===== src/rtl/fetch_queue_ctrl.sv =====
// Instruction-fetch sequencer: issues word-aligned imem requests, queues returned
// words with their PCs for the realigner, and flushes/restarts on redirect.
module fetch_queue_ctrl #(
    parameter int          DEPTH     = 4,
    parameter int          MAX_OUTST = 2,
    parameter logic [63:0] RESET_PC  = 64'h0
) (
    input  logic        clk,
    input  logic        rst,
    input  logic        i_redirect,
    input  logic [63:0] i_redirect_pc,
    output logic        o_imem_req,
    output logic [63:0] o_imem_addr,
    input  logic        i_imem_gnt,
    input  logic        i_imem_rvalid,
    input  logic [31:0] i_imem_rdata,
    output logic        o_fw_valid,
    output logic [31:0] o_fw_instr,
    output logic [63:0] o_fw_pc,
    output logic        o_fw_half,
    input  logic        i_fw_consume
);

    localparam int PW = $clog2(DEPTH);
    localparam int CW = PW + 1;
    localparam logic [CW:0]   DEPTH_C = DEPTH[CW:0];
    localparam logic [CW-1:0] MAX_C   = MAX_OUTST[CW-1:0];

    typedef enum logic [1:0] {
        BOOT  = 2'd0,
        RUN   = 2'd1,
        DRAIN = 2'd2
    } state_t;

    state_t        state_q, state_d;
    logic [63:0]   fetch_addr_q, fetch_addr_d;
    logic          half_pend_q, half_pend_d;
    logic [63:0]   resp_pc_q, resp_pc_d;
    logic [CW-1:0] outst_q, outst_d;
    logic [CW-1:0] drop_q, drop_d;
    logic [CW-1:0] cnt_q, cnt_d;
    logic [PW-1:0] rd_ptr_q, rd_ptr_d;
    logic [PW-1:0] wr_ptr_q, wr_ptr_d;

    logic [31:0]   fifo_instr_q [DEPTH];
    logic [31:0]   fifo_instr_d [DEPTH];
    logic [63:0]   fifo_pc_q    [DEPTH];
    logic [63:0]   fifo_pc_d    [DEPTH];
    logic          fifo_half_q  [DEPTH];
    logic          fifo_half_d  [DEPTH];

    logic          rvalid_eff;
    logic [CW:0]   credit;
    logic          req;
    logic          accept;
    logic          push;
    logic          pop;

    // Each outstanding request holds a reserved FIFO slot, so a response can always be stored.
    always_comb begin
        rvalid_eff = i_imem_rvalid && (outst_q != '0);
        credit     = {1'b0, cnt_q} + {1'b0, outst_q};
        req        = (state_q != BOOT) && !i_redirect
                     && (credit < DEPTH_C) && (outst_q < MAX_C);
        accept     = req && i_imem_gnt;
        push       = rvalid_eff && (drop_q == '0) && !i_redirect;
        pop        = (cnt_q != '0) && i_fw_consume && !i_redirect;
    end

    assign o_imem_req  = req;
    assign o_imem_addr = fetch_addr_q;
    assign o_fw_valid  = (cnt_q != '0);
    assign o_fw_instr  = fifo_instr_q[rd_ptr_q];
    assign o_fw_pc     = fifo_pc_q[rd_ptr_q];
    assign o_fw_half   = o_fw_valid && fifo_half_q[rd_ptr_q];

    always_comb begin
        fetch_addr_d = fetch_addr_q;
        outst_d      = outst_q;
        drop_d       = drop_q;
        if (accept) begin
            fetch_addr_d = fetch_addr_q + 64'd4;
            outst_d      = outst_d + CW'(1);
        end
        if (rvalid_eff) begin
            outst_d = outst_d - CW'(1);
            if (drop_q != '0) begin
                drop_d = drop_q - CW'(1);
            end
        end
        if (i_redirect) begin
            drop_d       = outst_q - (rvalid_eff ? CW'(1) : CW'(0));
            fetch_addr_d = i_redirect_pc & ~64'h3;
        end
    end

    // The first word pushed after a restart carries the full target PC, later ones are word-aligned.
    always_comb begin
        fifo_instr_d = fifo_instr_q;
        fifo_pc_d    = fifo_pc_q;
        fifo_half_d  = fifo_half_q;
        wr_ptr_d     = wr_ptr_q;
        rd_ptr_d     = rd_ptr_q;
        cnt_d        = cnt_q;
        half_pend_d  = half_pend_q;
        resp_pc_d    = resp_pc_q;
        if (push) begin
            fifo_instr_d[wr_ptr_q] = i_imem_rdata;
            fifo_pc_d[wr_ptr_q]    = resp_pc_q;
            fifo_half_d[wr_ptr_q]  = half_pend_q;
            wr_ptr_d               = wr_ptr_q + PW'(1);
            cnt_d                  = cnt_d + CW'(1);
            half_pend_d            = 1'b0;
            resp_pc_d              = {resp_pc_q[63:2], 2'b00} + 64'd4;
        end
        if (pop) begin
            rd_ptr_d = rd_ptr_q + PW'(1);
            cnt_d    = cnt_d - CW'(1);
        end
        if (i_redirect) begin
            wr_ptr_d    = '0;
            rd_ptr_d    = '0;
            cnt_d       = '0;
            half_pend_d = i_redirect_pc[1];
            resp_pc_d   = i_redirect_pc & ~64'h1;
        end
    end

    always_comb begin
        state_d = state_q;
        case (state_q)
            BOOT:    state_d = RUN;
            RUN:     state_d = RUN;
            DRAIN:   state_d = (drop_d == '0) ? RUN : DRAIN;
            default: state_d = BOOT;
        endcase
        if (i_redirect) begin
            state_d = (drop_d != '0) ? DRAIN : RUN;
        end
    end

    always_ff @(posedge clk) begin
        if (rst) begin
            state_q      <= BOOT;
            fetch_addr_q <= {RESET_PC[63:2], 2'b00};
            half_pend_q  <= RESET_PC[1];
            resp_pc_q    <= {RESET_PC[63:1], 1'b0};
            outst_q      <= '0;
            drop_q       <= '0;
            cnt_q        <= '0;
            rd_ptr_q     <= '0;
            wr_ptr_q     <= '0;
        end else begin
            state_q      <= state_d;
            fetch_addr_q <= fetch_addr_d;
            half_pend_q  <= half_pend_d;
            resp_pc_q    <= resp_pc_d;
            outst_q      <= outst_d;
            drop_q       <= drop_d;
            cnt_q        <= cnt_d;
            rd_ptr_q     <= rd_ptr_d;
            wr_ptr_q     <= wr_ptr_d;
        end
    end

    // Storage needs no reset; validity is tracked by cnt_q.
    always_ff @(posedge clk) begin
        fifo_instr_q <= fifo_instr_d;
        fifo_pc_q    <= fifo_pc_d;
        fifo_half_q  <= fifo_half_d;
    end

endmodule

===== config.mk =====
export PLATFORM = sky130hd
export DESIGN_NAME = fetch_queue_ctrl
export DESIGN_NICKNAME = d
export VERILOG_FILES = /design/src/rtl/fetch_queue_ctrl.sv
export SDC_FILE = /design/constraint.sdc
export NUM_CORES = 1
export LEC_CHECK = 0
export CORE_UTILIZATION = 60
export DETAILED_ROUTE_END_ITERATION = 8
export PLACE_DENSITY = 0.82
export SYNTH_ARGS = -nofsm -noshare
export SYNTH_HDL_FRONTEND = slang
export SYNTH_SLANG_ARGS = --single-unit
export TNS_END_PERCENT = 30

===== constraint.sdc =====
create_clock -name clk -period 9.9 [get_ports clk]
set_clock_uncertainty 0.2 [all_clocks]
set_input_delay 0.99 -clock clk [delete_from_list [all_inputs] [get_ports clk]]
set_output_delay 0.99 -clock clk [all_outputs]
set_load 0.05 [all_outputs]

==> metrics.md <==
| Metric | Value |
|---|---|
| Seq cells post-synth | 520 |
| Sequential element share of the synthesized area | 0.6522 |
| Routed Antenna Nets | 0 |
| Final core utilization | 0.7419 |
| Gate count after technology mapping | 1,537 |
| Crit Path Max Fanout | 54 |
| Synth-to-layout area growth | 21.38% |
| Length in cells of the worst reg-to-reg path | 7 |
| XOR/XNOR Fraction of Synth Area | 0.03095 |
| Multiplexer share of the synthesized area | 0.1041 |
| FILL cells | 2,247 |
| Nets | 1,903 |
| Post-synthesis async set-or-reset flop share | 0 |
| Initial Utilization | 0.6112 |
| Transition time of the tightest slew-check pin | 1156 ps |
| Number of remaining DRC errors | 36 |
| Clock net sink count | 520 |
| Final setup violation count | 0 |
| Multi-input gate area in the final layout | 7173 um^2 |
| Result of the run | finished with violations |
| Maximum number of pins on one net before global-route repair | 88 |
| N_diodes | 0 |
| Count of cell types in the netlist | 67 |
| HPWL after detailed placement | 32,610 um |
| Hold Path Sink | wr_ptr_q[1] |
| Count of instances resized after the clock tree is built | 0 |
| Die area | 37,090 um^2 |
| Top flip-flop cell by instance count after synthesis | edfxtp_1 |
| Pwr Density | 200.9 nW/um^2 |
| Die span in x | 192.6 um |
| Post-synthesis share of cell area spent on and, or, nand and nor gates | 0.1128 |
| Master cell of the clock root buffer | clkbuf_16 |
| Count of final hold-check violations | 0 |
| Via count | 14.42k |
| Adder and majority cell fraction of the synthesized area | 0.01033 |
| Worst min path class | flip-flop to flip-flop |
| I/O pins | 265 |
| Dominant combinational cell family by area after synthesis | simple AND/OR/NAND/NOR gates |
| Wire length of the first global-routing pass | 79,870 um |
| Launch instance of the worst min-delay path | wr_ptr_q[1] |
| Fraction of power consumed by combinational cells | 0.157 |
| Core box area | 35,660 um^2 |
| Fraction of the cycle the final worst path needs | 0.5246 |
| Share of post-route cells with drive strength above 1 | 0.1249 |
| Gp weighted congestion | 0.9058 |
| Cell internal power dissipation | 3.873 mW |
| H-tree levels | 2 |
| Clock slew seen by the registers of the worst setup and hold paths | 60 ps |
| Placed instance area | 24,770 um^2 |
| Post-synth design cell area | 21,790 um^2 |
| CTS tree | yes |
| Sequential cell area | 14,220 um^2 |
| Mean cell area of the mapped netlist | 14.18 um^2 |
| Clk Latency, worst-skew pair | 580 ps |
| Sum of negative setup slack | 0 ps |
| Cell with the largest stage delay on the worst path | buf_4 |
| Initial antenna violation count | 0 |
| Number of synthesized flops with an enable pin | 380 |
| Gr ovfl total | 0 |
| Quantity of hold-fixing buffers added after cts | 0 |
| Achievable clock frequency | 192.5 MHz |
| Setup slack, reg-to-reg | 6190 ps |
| Initial DRC count | 1,286 |
| CP Data Required Time | 8710 ps |
| Number of max-capacitance violations reported | 0 |
| Buffer levels on the longest clock path | 3 |
| Worst flop-to-flop path startpoint | outst_q[0] |
| Post-CTS setup buffer count | 0 |
| Cells along the critical path | buf_4 -> mux4_2 -> and2_1 -> clkdlybuf4s50_1 |
| Die extent in y | 192.6 um |
| Clock group share of total power | 0.363 |
| Setup repair after global routing missed its margin | no |
| Synthesis Warnings | 0 |
| Clock period minus worst slack | 5194 ps |
| Setup slack of the critical path after layout | 4706 ps |
| Overall routing resource usage | 0.2861 |
| Detailed-routing iteration count for the pre-antenna-repair pass | 8 |
| Worst setup SP type | flip-flop |
| Buffers on Ports | 260 |
| Failing checks | design-rule violations |
| Via count of the first global-routing pass | 14.02k |
| Kind of end point of the critical path | output port |
| Worst relative slew slack | 0.2294 |
| Via density per instance | 6.306 |
| Data arrival time at the worst-slack endpoint | 4000 ps |
| Total number of placement rows | 69 |
| Share of the synthesized area in compound gates (AO/OA/AOI/OAI) | 0.06873 |
| Routed Wire Length | 52,120 um |
| Wire length per cell after detailed routing | 22.80 um |
| Maximum ir drop on the vdd rail | 0.0001500 V |
| Hold Path Depth | 2 |
| Final design area excluding fillers | 26,450 um^2 |
| Capture point of the worst reg-to-reg path | fifo_pc_q[168] |
| Critical Path Max Stage Delay | 970 ps |
| Fraction of power spent switching nets | 0.2712 |
| Leak Pwr | 8.540 nW |
| Start-to-end type of the worst setup path | flip-flop to output port |
| Total net switching power | 1.441 mW |
| Max Slew Vio Count | 0 |
| Proportion of power drawn by flip-flops and latches | 0.480 |
| Cts bufs inserted | 52 |
| Post-placement setup slack | 5139 ps |
through the flow:
stage                     instances  total power, mW  hold WS (ps)
after floorplan                1539            3.121         252.0
after global placement         2190            3.393         277.4
after detailed placement       2190            3.417         317.8
after CTS                      2286            5.335         319.1
after global routing           2286            5.489         351.2
final                          2286            5.315         325.7
per-layer routing:
layer  share of wire  routed length (um)  GRT usage
met4           0.020                1033    0.07601
met5               0                   0          0
met3           0.099                5157    0.04328
met2            0.47               24660     0.4591
met1            0.41               21270     0.4105
placed cells by master, fill, tap and decap left out, types with 45 or more instances in the layout:
cell,n
xnor2_1,47
dfxtp_1,138
mux4_2,95
o21ai_0,45
clkdlybuf4s50_1,258
nand4_1,59
a31oi_1,45
edfxtp_1,380
nor2_1,111
clkbuf_16,53
a21oi_1,57
nand2_1,116
power groups by stage:
stage | registers [mW] | clock network (mW) | logic, mW
2_1_floorplan | 2.63 | 0 | 0.496
3_3_place_gp | 2.58 | 0 | 0.812
3_5_place_dp | 2.59 | 0 | 0.826
4_1_cts | 2.55 | 1.96 | 0.832
5_1_grt | 2.56 | 2.04 | 0.886
6_report | 2.55 | 1.93 | 0.833
cell type report:
cell class | count | area share
Sequential cell | 520 | 0.5376
Multi-Input combinational cell | 909 | 0.2712
Timing Repair Buffer | 274 | 0.1021
Clock buffer | 64 | 0.05208
Tap cell | 461 | 0.02181
Clock inverter | 32 | 0.01149
Inverter | 26 | 0.003737
Yosys cell counts, types with 5 or more instances:
master | number | share of area
a211oi_1 | 29 | 0.010
a21boi_0 | 8 | 0.0028
a21oi_1 | 58 | 0.013
a22oi_1 | 5 | 0.0017
a31oi_1 | 45 | 0.013
and2_1 | 12 | 0.0034
and3_1 | 27 | 0.0078
and4_1 | 12 | 0.0048
buf_1 | 8 | 0.0014
buf_2 | 6 | 0.0014
buf_4 | 6 | 0.0021
clkbuf_1 | 63 | 0.011
dfxtp_1 | 140 | 0.13
edfxtp_1 | 380 | 0.52
ha_1 | 18 | 0.010
inv_1 | 24 | 0.0041
mux2_2 | 6 | 0.0031
mux2i_1 | 5 | 0.0023
mux4_2 | 95 | 0.098
nand2_1 | 116 | 0.020
nand3_1 | 41 | 0.0094
nand4_1 | 59 | 0.017
nor2_1 | 111 | 0.019
nor2b_1 | 6 | 0.0017
nor3_1 | 16 | 0.0037
nor4_1 | 13 | 0.0037
o21a_1 | 7 | 0.0024
o21ai_0 | 45 | 0.010
o22ai_1 | 10 | 0.0029
or2_2 | 5 | 0.0014
or3_1 | 13 | 0.0037
xnor2_1 | 47 | 0.019
xor2_1 | 30 | 0.012
how the worst max path moves through the flow:
stage                        from               to  slack, ps  cells after the start
floorplan           i_imem_rvalid  fifo_instr_q[0]       5160                      4
global placement      rd_ptr_q[0]        o_fw_half       5150                      4
detailed placement    rd_ptr_q[0]        o_fw_half       5140                      4
CTS                   rd_ptr_q[0]        o_fw_half       4540                      4
global route          rd_ptr_q[0]        o_fw_half       4350                      4
finish                rd_ptr_q[0]        o_fw_half       4710                      4
flip-flops by register name, summed over array words and instances (netlist names), 3 cells and up:
| name | cells |
|---|---|
| o_imem_addr | 62 |
| fifo_instr_q | 128 |
| drop_q | 3 |
| fifo_pc_q | 252 |
| outst_q | 3 |
| cnt_q | 3 |
| resp_pc_q | 63 |
worst max-delay path, delay by kind of cell (launching register included):
kind,cells,cell delay (ps)
buf+inv,2,1670
flops,1,930
mux,1,640
simple gates,1,160
logic make-up after synthesis:
logic type / count (synthesis)
mux: 107
other cells: 1
simple gates: 466
buf+inv: 110
xor+xnor: 77
compound gates: 238
flops: 520
fa+ha+maj: 18
Note: power is estimated with default switching activity, not from simulation.
